--- config.mk ---
export PLATFORM = sky130hd
export DESIGN_NAME = sdram_traffic_gen
export DESIGN_NICKNAME = d
export VERILOG_FILES = /design/src/rtl/sdram_traffic_gen.sv
export SDC_FILE = /design/constraint.sdc
export NUM_CORES = 1
export LEC_CHECK = 0
export ABC_CLOCK_PERIOD_IN_PS = 5800
export BUFFER_PORTS_ARGS = -buffer_cell sky130_fd_sc_hd__buf_2
export CORE_MARGIN = 3
export CORE_UTILIZATION = 35
export DETAILED_ROUTE_END_ITERATION = 10
export PLACE_DENSITY_LB_ADDON = 0.1
export SYNTH_ARGS = -nofsm -noshare
export SYNTH_HDL_FRONTEND = slang
export SYNTH_SLANG_ARGS = --single-unit
--- constraint.sdc ---
create_clock -name iclk -period 5.8 [get_ports iclk]
set_input_delay 1.16 -clock iclk [delete_from_list [all_inputs] [get_ports iclk]]
set_output_delay 1.16 -clock iclk [all_outputs]
set_load 0.01 [all_outputs]
--- src/rtl/sdram_traffic_gen.sv ---
// SDRAM write-then-read-back traffic generator with miscompare counting and ack timeout.
// Optional macro SDRAM_TRAFFIC_GEN_LFSR_EN selects LFSR data instead of the address-derived pattern.
module sdram_traffic_gen #(
    parameter logic [21:0] BASE_ADDR = 22'h000000,
    parameter int          NUM_WORDS = 256,
    parameter int          TIMEOUT   = 1023
) (
    input  logic        iclk,
    input  logic        ireset_n,
    input  logic        istart,
    output logic        owrite_req,
    output logic [21:0] owrite_address,
    output logic [15:0] owrite_data,
    input  logic        iwrite_ack,
    output logic        oread_req,
    output logic [21:0] oread_address,
    input  logic [15:0] iread_data,
    input  logic        iread_ack,
    output logic        obusy,
    output logic        odone,
    output logic        opass,
    output logic        otimeout,
    output logic [15:0] oerr_count,
    output logic [21:0] ofirst_err_addr
);

    typedef enum logic [2:0] {IDLE, WRITE, WGAP, READ, RGAP, DONE} state_t;

    localparam logic [22:0] LAST_IDX = 23'(NUM_WORDS);
    localparam logic [31:0] WAIT_LIM = 32'(TIMEOUT);
    localparam logic [15:0] DATA_XOR = 16'h5A5A;

    state_t      state;
    logic [22:0] idx;
    logic [31:0] wait_cnt;
    logic [21:0] next_addr;
    logic [15:0] first_data;
    logic [15:0] gap_data;
    logic [15:0] exp_data;
    logic        start_ok;
    logic        expired;

    assign next_addr = BASE_ADDR + idx[21:0];
    assign start_ok  = istart && (state == IDLE || state == DONE);
    assign expired   = (wait_cnt + 32'd1) >= WAIT_LIM;

`ifdef SDRAM_TRAFFIC_GEN_LFSR_EN
    localparam logic [15:0] SEED = 16'hACE1;
    logic [15:0] lfsr;

    // Steps once per accepted ack; reseeded when either phase begins.
    always_ff @(posedge iclk) begin
        if (!ireset_n) begin
            lfsr <= SEED;
        end else if (start_ok || (state == WGAP && idx == LAST_IDX)) begin
            lfsr <= SEED;
        end else if ((state == WRITE && iwrite_ack) || (state == READ && iread_ack)) begin
            lfsr <= {lfsr[0] ^ lfsr[2] ^ lfsr[3] ^ lfsr[5], lfsr[15:1]};
        end
    end

    assign first_data = SEED;
    assign gap_data   = lfsr;
    assign exp_data   = lfsr;
`else
    assign first_data = BASE_ADDR[15:0] ^ DATA_XOR;
    assign gap_data   = next_addr[15:0] ^ DATA_XOR;
    assign exp_data   = oread_address[15:0] ^ DATA_XOR;
`endif

    always_ff @(posedge iclk) begin
        if (!ireset_n) begin
            state           <= IDLE;
            idx             <= '0;
            wait_cnt        <= '0;
            owrite_req      <= 1'b0;
            owrite_address  <= '0;
            owrite_data     <= '0;
            oread_req       <= 1'b0;
            oread_address   <= '0;
            obusy           <= 1'b0;
            odone           <= 1'b0;
            opass           <= 1'b0;
            otimeout        <= 1'b0;
            oerr_count      <= '0;
            ofirst_err_addr <= '0;
        end else begin
            case (state)
                IDLE, DONE: begin
                    if (istart) begin
                        idx             <= '0;
                        wait_cnt        <= '0;
                        odone           <= 1'b0;
                        opass           <= 1'b0;
                        otimeout        <= 1'b0;
                        oerr_count      <= '0;
                        ofirst_err_addr <= '0;
                        if (NUM_WORDS == 0) begin
                            state <= DONE;
                            odone <= 1'b1;
                            opass <= 1'b1;
                        end else begin
                            state          <= WRITE;
                            obusy          <= 1'b1;
                            owrite_req     <= 1'b1;
                            owrite_address <= BASE_ADDR;
                            owrite_data    <= first_data;
                        end
                    end
                end
                WRITE: begin
                    if (iwrite_ack) begin
                        owrite_req <= 1'b0;
                        idx        <= idx + 23'd1;
                        state      <= WGAP;
                    end else if (expired) begin
                        owrite_req <= 1'b0;
                        otimeout   <= 1'b1;
                        obusy      <= 1'b0;
                        odone      <= 1'b1;
                        opass      <= 1'b0;
                        state      <= DONE;
                    end else begin
                        wait_cnt <= wait_cnt + 32'd1;
                    end
                end
                WGAP: begin
                    wait_cnt <= '0;
                    if (idx == LAST_IDX) begin
                        idx           <= '0;
                        state         <= READ;
                        oread_req     <= 1'b1;
                        oread_address <= BASE_ADDR;
                    end else begin
                        state          <= WRITE;
                        owrite_req     <= 1'b1;
                        owrite_address <= next_addr;
                        owrite_data    <= gap_data;
                    end
                end
                READ: begin
                    if (iread_ack) begin
                        oread_req <= 1'b0;
                        idx       <= idx + 23'd1;
                        state     <= RGAP;
                        // A saturated count is never zero, so zero reliably means "no earlier miscompare".
                        if (iread_data != exp_data) begin
                            if (oerr_count != 16'hFFFF) oerr_count <= oerr_count + 16'd1;
                            if (oerr_count == 16'd0) ofirst_err_addr <= oread_address;
                        end
                    end else if (expired) begin
                        oread_req <= 1'b0;
                        otimeout  <= 1'b1;
                        obusy     <= 1'b0;
                        odone     <= 1'b1;
                        opass     <= 1'b0;
                        state     <= DONE;
                    end else begin
                        wait_cnt <= wait_cnt + 32'd1;
                    end
                end
                RGAP: begin
                    wait_cnt <= '0;
                    if (idx == LAST_IDX) begin
                        state <= DONE;
                        obusy <= 1'b0;
                        odone <= 1'b1;
                        opass <= (oerr_count == 16'd0) && !otimeout;
                    end else begin
                        state         <= READ;
                        oread_req     <= 1'b1;
                        oread_address <= next_addr;
                    end
                end
                default: state <= IDLE;
            endcase
        end
    end

endmodule

==> flow_metrics.env <==
export IMPL_synth_xor_xnor_area_share=0.0745
export IMPL_skew_ns=0.00937
export IMPL_design_area_sq_mm=0.00843
export IMPL_slowest_stage="a311oi_1"
export IMPL_fmax_ghz=0.296
export IMPL_synth_ff_type="dfxtp_1"
export IMPL_fin_hold_ws_ns=0.458
export IMPL_h_tree_depth=4
export IMPL_cts_repair_resized=0
export IMPL_cts_buffers=17
export IMPL_worstPathRequired_ns=6.09
export IMPL_yosysUniqueCellTypes=62
export IMPL_ys_ff_latch=154
export IMPL_holdBufCountCts=0
export IMPL_grt_pass1_wl_um=30300
export IMPL_ant_nets=0
export IMPL_start_util=0.359
export IMPL_root_buffer="clkbuf_16"
export IMPL_multiInputGateArea_sq_mm=0.00367
export IMPL_critPathBufInv=1
export IMPL_cts_clk_slew_worst_paths_ns=0.06
export IMPL_end_kind="flop"
export IMPL_synth_compound_area_frac=0.157
export IMPL_cp_common_cell="nand4_1"
export IMPL_ff_latch_area_sq_mm=0.00308
export IMPL_switching_share=0.237
export IMPL_cp_top_family="simple AND/OR/NAND/NOR gates"
export IMPL_die_area_sq_mm=0.0219
export IMPL_grt_max_degree=88
export IMPL_power_density_mw_per_mm2=281
export IMPL_crit_chain="inv_1, ha_1, nor4b_1, nand4_1, or4_1, a311oi_1, and4_1, nand4_1, xor2_1, nor2_1"
export IMPL_async_flop_share=0
export IMPL_yosysWarnings=0
export IMPL_hp_class="reg2reg"
export IMPL_syn_nets=821
export IMPL_viasPerCell=5.05
export IMPL_cts_setup_buffers=0
export IMPL_pin_count=125
export IMPL_layout_worst_path_cycle_share=0.582
export IMPL_post_route_min_period_ns=3.38
export IMPL_row_count=51
export IMPL_setup_viol=0
export IMPL_crit_arrival_ns=3.66
export IMPL_worstPathMaxFanout=9
export IMPL_place_area_sq_mm=0.00782
export IMPL_synth_yosys_seq_area_share=0.437
export IMPL_hpwlAfterDp_um=12800
export IMPL_vias=5920
export IMPL_p_leak_nw=3.41
export IMPL_drtPass1Iterations=5
export IMPL_area_delta_synth_final_pct=19.6
export IMPL_synthAdderAreaFrac=0.0106
export IMPL_avgRoutedWirePerCell_um=15.8
export IMPL_antenna_found_initial=1
export IMPL_port_buffers=124
export IMPL_synthMuxAreaShare=0.00887
export IMPL_total_power_mw=2.37
export IMPL_p_sw_mw=0.563
export IMPL_core_sq_mm=0.0197
export IMPL_internal_power_mw=1.81
export IMPL_finalHoldViolCount=0
export IMPL_globalplace_congestion=0.780
export IMPL_r2r_setup_slack_ns=2.42
export IMPL_cts_buffer_depth=2
export IMPL_die_w_um=148
export IMPL_drv_slew=0
export IMPL_grt_overflow=0
export IMPL_clock_sinks=154
export IMPL_nets=921
export IMPL_grtUsageTotal=0.173
export IMPL_totalWireLength_um=18600
export IMPL_status="finished clean"
export IMPL_clkPwrFrac=0.488
export IMPL_drive_gt1_frac=0.198
export IMPL_drtIter0Drc=335
export IMPL_fillerInstances=2002
export IMPL_die_height_um=148
export IMPL_cp_start_kind="flop"
export IMPL_tightest_slew_ns=1.24
export IMPL_grt_pass1_vias=5465
export IMPL_syn_avg_cell_area_sq_um=8.88
export IMPL_synth_simple_gate_area_frac=0.269
export IMPL_vdd_ir_drop_max_mv=0.192
export IMPL_synth_top_family_by_area="simple AND/OR/NAND/NOR gates"
export IMPL_drc=0
export IMPL_clk_insertion_delay_late_ns=0.43
export IMPL_cts_tree="built"
export IMPL_pwr_share_seq=0.455
export IMPL_slew_headroom=0.166
export IMPL_grt_setup_unrepaired="no"
export IMPL_cap_violations=0
export IMPL_critPathKind="reg2reg"
export IMPL_combPwrFrac=0.057
export IMPL_tns_ns=0
export IMPL_syn_area_sq_mm=0.00705
export IMPL_synthCells=794
export IMPL_max_stage_delay_ns=0.74
export IMPL_synth_edf_count=0
flip-flops by register name (all words and copies together) (netlist names):
signal	count
state	3
idx	23
odone	1
ofirst_err_addr	22
owrite_data	8
oread_req	1
opass	1
owrite_req	1
owrite_address	22
obusy	1
oerr_count	16
wait_cnt	32
otimeout	1
oread_address	22
layout by cell type (no fill, tap or decap), types with 5 or more instances in the layout:
master     instances
or2_2              6
buf_4              8
dfxtp_1          154
a21boi_0          28
buf_2            124
and4_1            13
nor3_1            14
nor4_1            14
inv_1             14
a21oi_1           19
nand2_1           63
nor2b_1           47
and2_1            30
a22oi_1           43
a31oi_1            8
nand4_1           19
xor2_1            36
nor2_1            53
o21ai_0           22
nand3_1           46
clkbuf_16         17
nand2b_1          11
a21bo_1            5
and3_1            13
xnor2_1           24
ha_1               6
cells by family (layout without fill, tap and decap cells):
group	count (synthesis)	after routing
muxes	6	6
adders and majority gates	6	6
xor gates and xnor gates	60	60
and+or+nand+nor	346	346
DFF	154	154
AOI/OAI and AO/OA	157	157
buffers and inverters	65	178
other	0	1
tightest hold or removal path, delay by kind of cell (launching register included):
family,cells,cell delay (ns)
AOI/OAI and AO/OA,1,0.06
DFF,1,0.30
and+or+nand+nor,1,0.05
power by group through the flow:
stage          Clock [mW]  Sequential, mW  Combinational, mW
2_1_floorplan           0            1.10             0.0913
3_3_place_gp            0            1.10              0.137
3_5_place_dp            0            1.10              0.137
4_1_cts              1.18            1.08              0.138
5_1_grt              1.24            1.08              0.151
6_report             1.16            1.08              0.135
cell type report:
cell class                      count  area share
Inverter                           14     0.00623
Timing Repair Buffer              132      0.0807
Antenna cell                        1    0.000297
Multi-Input combinational cell    575       0.436
Clock buffer                       20      0.0530
Sequential cell                   154       0.366
Tap cell                          265      0.0393
Clock inverter                     12      0.0191
synthesized netlist by cell type, types with 4 or more instances:
cell type / count / area share
a21bo_1: 5 / 0.0071
a21boi_0: 28 / 0.030
a21oi_1: 19 / 0.013
a22oi_1: 43 / 0.046
a311oi_1: 4 / 0.0050
a31oi_1: 8 / 0.0071
and2_1: 30 / 0.027
and3_1: 13 / 0.012
and4_1: 13 / 0.016
buf_4: 8 / 0.0085
clkbuf_1: 36 / 0.019
dfxtp_1: 154 / 0.44
ha_1: 6 / 0.011
inv_1: 14 / 0.0075
mux2i_1: 4 / 0.0057
nand2_1: 63 / 0.034
nand2b_1: 11 / 0.0098
nand3_1: 46 / 0.033
nand4_1: 19 / 0.017
nor2_1: 54 / 0.029
nor2b_1: 47 / 0.042
nor3_1: 14 / 0.0099
nor4_1: 14 / 0.012
o21ai_0: 22 / 0.016
o22ai_1: 4 / 0.0035
or2_2: 6 / 0.0053
xnor2_1: 24 / 0.030
xor2_1: 36 / 0.045
per-stage QoR:
stage          cells  setup slack, ns   util
3_5_place_dp    1140             2.01  0.398
6_report        1173             2.42  0.429
4_1_cts         1172             2.43  0.429
2_1_floorplan    794             2.90      -
5_1_grt         1172             2.13  0.429
3_3_place_gp    1140             2.04  0.398
worst paths after layout:
path / from / cells after the start / to
worst max-delay path: idx[1]$_SDFFE_PN0P_ / 10 / idx[19]$_SDFFE_PN0P_
worst max register to register: idx[1]$_SDFFE_PN0P_ / 10 / idx[19]$_SDFFE_PN0P_
worst min register to register: obusy$_SDFFE_PN0P_ / 2 / obusy$_SDFFE_PN0P_
worst min-delay path: obusy$_SDFFE_PN0P_ / 2 / obusy$_SDFFE_PN0P_
routing by layer:
layer  GRT usage  wire length [um]  vias to the layer above
li1            -                 -                     3017
met1       0.241              9000                     2741
met2       0.266              8420                      142
met3      0.0451               927                       18
met4      0.0467               228                        2
met5           0                13                        -
Note: power is estimated with default switching activity, not from simulation.
